--- src/rtl/qmult_pipe.sv ---
// qmult_pipe: three-stage pipelined signed fixed-point multiplier.
// The operands are Q(WIDTH-FRAC).FRAC. Each operation carries its own rounding
// mode and saturation mode. A valid/ready handshake is used on both sides.
// The block also has an overflow flag and a sticky overflow status.
`timescale 1ns/1ps
module qmult_pipe #(
    parameter int WIDTH = 16,
    parameter int FRAC  = 8
) (
    input  logic                    clk,
    input  logic                    rst_n,
    input  logic                    in_valid,
    output logic                    in_ready,
    input  logic signed [WIDTH-1:0] a,
    input  logic signed [WIDTH-1:0] b,
    input  logic                    rnd_mode,
    input  logic                    sat_en,
    output logic                    out_valid,
    input  logic                    out_ready,
    output logic signed [WIDTH-1:0] result,
    output logic                    ovf,
    output logic                    ovf_sticky,
    input  logic                    clr_sticky
);

    localparam int PW = 2 * WIDTH;      // full product width
    localparam int QW = 2 * WIDTH + 1;  // headroom for the rounding add

    // Add the rounding constant (half an LSB, or zero) to the product.
    // Then shift right arithmetically by FRAC. Ties round toward +inf.
    function automatic logic signed [QW-1:0] f_round(
        input logic signed [PW-1:0] p,
        input logic                 rnd
    );
        logic signed [QW-1:0] w_r;
        logic signed [QW-1:0] w_sum;
        w_r = '0;
        if (rnd)
            w_r[FRAC-1] = 1'b1;
        w_sum = $signed({p[PW-1], p}) + w_r;
        return w_sum >>> FRAC;
    endfunction

    // The value fits in WIDTH bits only when every bit from the sign position upward is equal.
    function automatic logic f_ovf(input logic signed [QW-1:0] q);
        return !((&q[QW-1:WIDTH-1]) | ~(|q[QW-1:WIDTH-1]));
    endfunction

    // On overflow, clamp to the extreme of the correct sign, or keep the low WIDTH bits.
    function automatic logic signed [WIDTH-1:0] f_sat(
        input logic signed [QW-1:0] q,
        input logic                 sat
    );
        logic signed [WIDTH-1:0] w_res;
        w_res = q[WIDTH-1:0];
        if (sat && f_ovf(q))
            w_res = q[QW-1] ? {1'b1, {(WIDTH-1){1'b0}}} : {1'b0, {(WIDTH-1){1'b1}}};
        return w_res;
    endfunction

    logic                    w_en;
    logic                    r_vld_p0, r_vld_p1, r_vld_p2;
    logic signed [WIDTH-1:0] r_a_p0, r_b_p0;
    logic                    r_rnd_p0, r_sat_p0, r_rnd_p1, r_sat_p1;
    logic signed [PW-1:0]    r_prod_p1;
    logic signed [PW-1:0]    w_prod;
    logic signed [QW-1:0]    w_q;
    logic signed [WIDTH-1:0] r_result_p2;
    logic                    r_ovf_p2;
    logic                    r_sticky;

    // All stages move together. The pipeline stalls only when the output is held.
    assign w_en      = ~r_vld_p2 | out_ready;
    assign in_ready  = w_en;
    assign out_valid = r_vld_p2;
    assign result    = r_result_p2;
    assign ovf       = r_ovf_p2;
    assign ovf_sticky = r_sticky;

    assign w_prod = $signed({{WIDTH{r_a_p0[WIDTH-1]}}, r_a_p0}) *
                    $signed({{WIDTH{r_b_p0[WIDTH-1]}}, r_b_p0});
    assign w_q    = f_round(r_prod_p1, r_rnd_p1);

    // Valid bits: a reset drops every in-flight transaction at once.
    always_ff @(posedge clk or negedge rst_n) begin
        if (!rst_n) begin
            r_vld_p0 <= 1'b0;
            r_vld_p1 <= 1'b0;
            r_vld_p2 <= 1'b0;
        end else if (w_en) begin
            r_vld_p0 <= in_valid;
            r_vld_p1 <= r_vld_p0;
            r_vld_p2 <= r_vld_p1;
        end
    end

    // ---- stage 0 -> 1: capture operands and modes, then form the full product
    // Operand and product datapath registers (no reset needed).
    always_ff @(posedge clk) begin
        if (w_en) begin
            r_a_p0    <= a;
            r_b_p0    <= b;
            r_rnd_p0  <= rnd_mode;
            r_sat_p0  <= sat_en;
            r_prod_p1 <= w_prod;
            r_rnd_p1  <= r_rnd_p0;
            r_sat_p1  <= r_sat_p0;
        end
    end

    // ---- stage 1 -> 2: round, check range, saturate or wrap
    // Output registers load only for real transactions, so bubbles leave them unchanged.
    always_ff @(posedge clk or negedge rst_n) begin
        if (!rst_n) begin
            r_result_p2 <= '0;
            r_ovf_p2    <= 1'b0;
        end else if (w_en && r_vld_p1) begin
            r_result_p2 <= f_sat(w_q, r_sat_p1);
            r_ovf_p2    <= f_ovf(w_q);
        end
    end

    // Sticky overflow: an overflowing output transfer sets it and wins over a clear in the same cycle.
    always_ff @(posedge clk or negedge rst_n) begin
        if (!rst_n)
            r_sticky <= 1'b0;
        else if (r_vld_p2 && out_ready && r_ovf_p2)
            r_sticky <= 1'b1;
        else if (clr_sticky)
            r_sticky <= 1'b0;
    end

endmodule
--- config.mk ---
export PLATFORM = sky130hd
export DESIGN_NAME = qmult_pipe
export DESIGN_NICKNAME = d
export VERILOG_FILES = /design/src/rtl/qmult_pipe.sv
export SDC_FILE = /design/constraint.sdc
export NUM_CORES = 1
export LEC_CHECK = 0
export CORE_ASPECT_RATIO = 2
export CORE_MARGIN = 2
export CORE_UTILIZATION = 36
export CTS_CLUSTER_SIZE = 24
export DETAILED_ROUTE_END_ITERATION = 8
export GPL_TIMING_DRIVEN = 0
export PLACE_DENSITY = 0.58
export SLEW_MARGIN = 5
export SYNTH_ARGS = -nofsm -noshare
export SYNTH_HDL_FRONTEND = slang
export SYNTH_SLANG_ARGS = --single-unit
--- constraint.sdc ---
create_clock -name clk -period 12.1 [get_ports clk]
set_input_delay 3.63 -clock clk [delete_from_list [all_inputs] [get_ports clk]]
set_output_delay 3.63 -clock clk [all_outputs]
set_load 0.02 [all_outputs]
==> metrics <==
final core utilization=0.4059; TritonCTS Sinks=82; Crit Reg-Reg Endpoint=r_prod_p1[31]$_DFFE_PN_; Synth Flop Type=edfxtp_1; fin crit share=0.7166; gp weighted congestion=0.9186; post-DR vias/cell=4.963; multiplexer share of the synthesized area=0.002655; dpl hpwl=28.76 mm; H-tree depth=3; P&R area growth vs syn=11.49%; largest net degree at the start of global routing=60; Die Ht=269.9 um; R2R depth=20; Initial DRC Count=354; R2R setup slack=4.82 ns; Yosys top cell area share=0.4106; Slew Limit Fails=0; die area=36960 um2; Nets=1693; cell area after layout=14190 um2; RSZ-0062 raised after global routing=no; crit start category=input port; initial antenna violation count=0; cts bufs inserted=9; Post-CTS Setup Bufs=0; hold endpoint=r_sat_p1$_DFFE_PN_; outcome=finished, final reports clean; net count after synthesis=1623; arrival time at the worst endpoint=5.04 ns; Tot GR Track Use=0.2006; crit end category=primary output; area of the multi-input gates=9131 um2; Avg WL per Cell=19.13 um; Routed WL=33.72 mm; Starting Density=0.3640; Port Buffers=58; Min-Delay Startpoint=r_sat_p0$_DFFE_PN_; drt pass-1 iters=5; max_cap viols=0; count of different cell masters after synthesis=53; GRT Residual Overflow=0; global-route wire length before repair=53.98 mm; min Tclk post-route=8.671 ns; final hold vios=0; Worst Path Max Fanout=9; Post-synth EDFFs=61; critical path class=in2out; core box area=34950 um2; antenna viol nets, final=0; Ports=59; worst r2r src=r_a_p0[9]$_DFFE_PN_; most frequent cells in the layout=inv_1 (285), fa_1 (261), nand2_1 (136), and2_1 (125), ha_1 (80); Worst EP required=8.47 ns; Register Area=2357 um2; main combinational cell family by area after synthesis=adder cells; Die X=136.9 um; FMAX=115.3 MHz; Post-Synth XOR/XNOR Area=0.03235; Post-Syn Instances=1243; post-synthesis cell area=12720 um2; Synth Area in Adders=0.4893; CTS Root Cell=clkbuf_16; headroom to the max-slew limit=0.3481; clock slew at reported path FFs=0.07 ns; fraction of registers with async set or reset after synthesis=0.2561; Yosys warning total=0; Yosys top cell by area=fa_1; CTS tree=yes; Synth Area in Compound Gates=0.05064; Synth Area per Inst=10.24 um2; Synth area leaders=fa_1 (41%), edfxtp_1 (14%), inv_1 (8.4%), ha_1 (7.9%), and2_1 (6.1%); Final Skew=0.01625 ns; number of hold buffers added after cts=0; hold path cells=0; simple-gate share of the synthesized area=0.1427; DR vias=8750; setup TNS=0 ns; Worst Tran Pin Value=0.9676 ns; crit path launch=out_ready; Hold Slack=0.4263 ns; final setup vio count=0; DRC viols=0; # fillers=3504; most common cell after layout, fill and taps aside=inv_1; Clock Latency Late Sink=0.39 ns; share of layout cells above drive strength 1=0.02504; Hold WC Path Type=reg2reg; Post-CTS Resized=0; Seq/Total Area, Yosys=0.1853; number of global-route vias before repair=10.17k; clk buf depth=2; Area after DPL=13890 um2; row count=97; synthesized flop and latch total=82; ant diodes=0
==> routing by layer <==
layer | up-vias | share of wire | routed length [um] | GRT usage
met1 | 4480 | 0.30 | 10110 | 0.1763
met3 | 136 | 0.027 | 919 | 0.02121
met5 | - | 0 | 0 | 0
met4 | 0 | 0.11 | 3852 | 0.1891
met2 | 219 | 0.56 | 18840 | 0.3761
li1 | 3915 | - | - | -
==> cell families (layout without fill, tap and decap cells) <==
family,count (synthesis),count (layout)
compound gates,93,93
xor+xnor,47,47
fa+ha+maj,341,341
buf+inv,324,399
flops,82,82
mux,3,3
simple gates,353,353
==> per-stage QoR <==
step	instances	setup WS, ns
final	1763	3.429
after floorplan	1243	2.794
after detailed placement	1747	3.425
after global placement	1746	0.5114
after global routing	1763	3.361
after CTS	1763	3.415
==> how the worst max path moves through the flow <==
stage	endpoint	slack, ns	depth (start not counted)
after CTS	in_ready	3.42	4
after floorplan	in_ready	2.79	2
after global placement	in_ready	0.51	4
after global routing	in_ready	3.36	4
after detailed placement	in_ready	3.42	4
final	in_ready	3.43	4
==> cell usage after synthesis (all sizes together), types with 13 or more instances <==
master and count:
a21o 17, o21ai 13, and2 125, dfrtp 21, ha 80, fa 261
xnor2 29, edfxtp 61, nand2 136, nor2 28, clkbuf 34, a21oi 26
xor2 18, inv 285
==> critical path, stage by stage <==
cell	delay (ns)
clkdlybuf4s50_1	0.47
nand2b_1	0.10
clkbuf_4	0.21
clkdlybuf4s50_1	0.62
==> registers in the layout (all words and copies together) (netlist names) <==
| signal | count |
|---|---|
| r_sat_p1 | 1 |
| out_valid | 1 |
| result | 16 |
| r_prod_p1 | 25 |
| ovf_sticky | 1 |
| r_sat_p0 | 1 |
| ovf | 1 |
| r_rnd_p0 | 1 |
| r_b_p0 | 16 |
| r_rnd_p1 | 1 |
| r_vld_p0 | 1 |
| r_a_p0 | 16 |
| r_vld_p1 | 1 |
==> cell type report <==
cell class | count | share of cell area
plain buffers | 39 | 0.01199
clock buffers | 9 | 0.01587
clock inverters | 7 | 0.004851
inverters | 285 | 0.07540
multi-input cells | 837 | 0.6436
flip-flops and latches | 82 | 0.1662
well taps | 445 | 0.03924
repair buffers | 59 | 0.04286
Power is not shown: default switching activity piles up to over one toggle a cycle in this logic, so the estimate is an artifact.
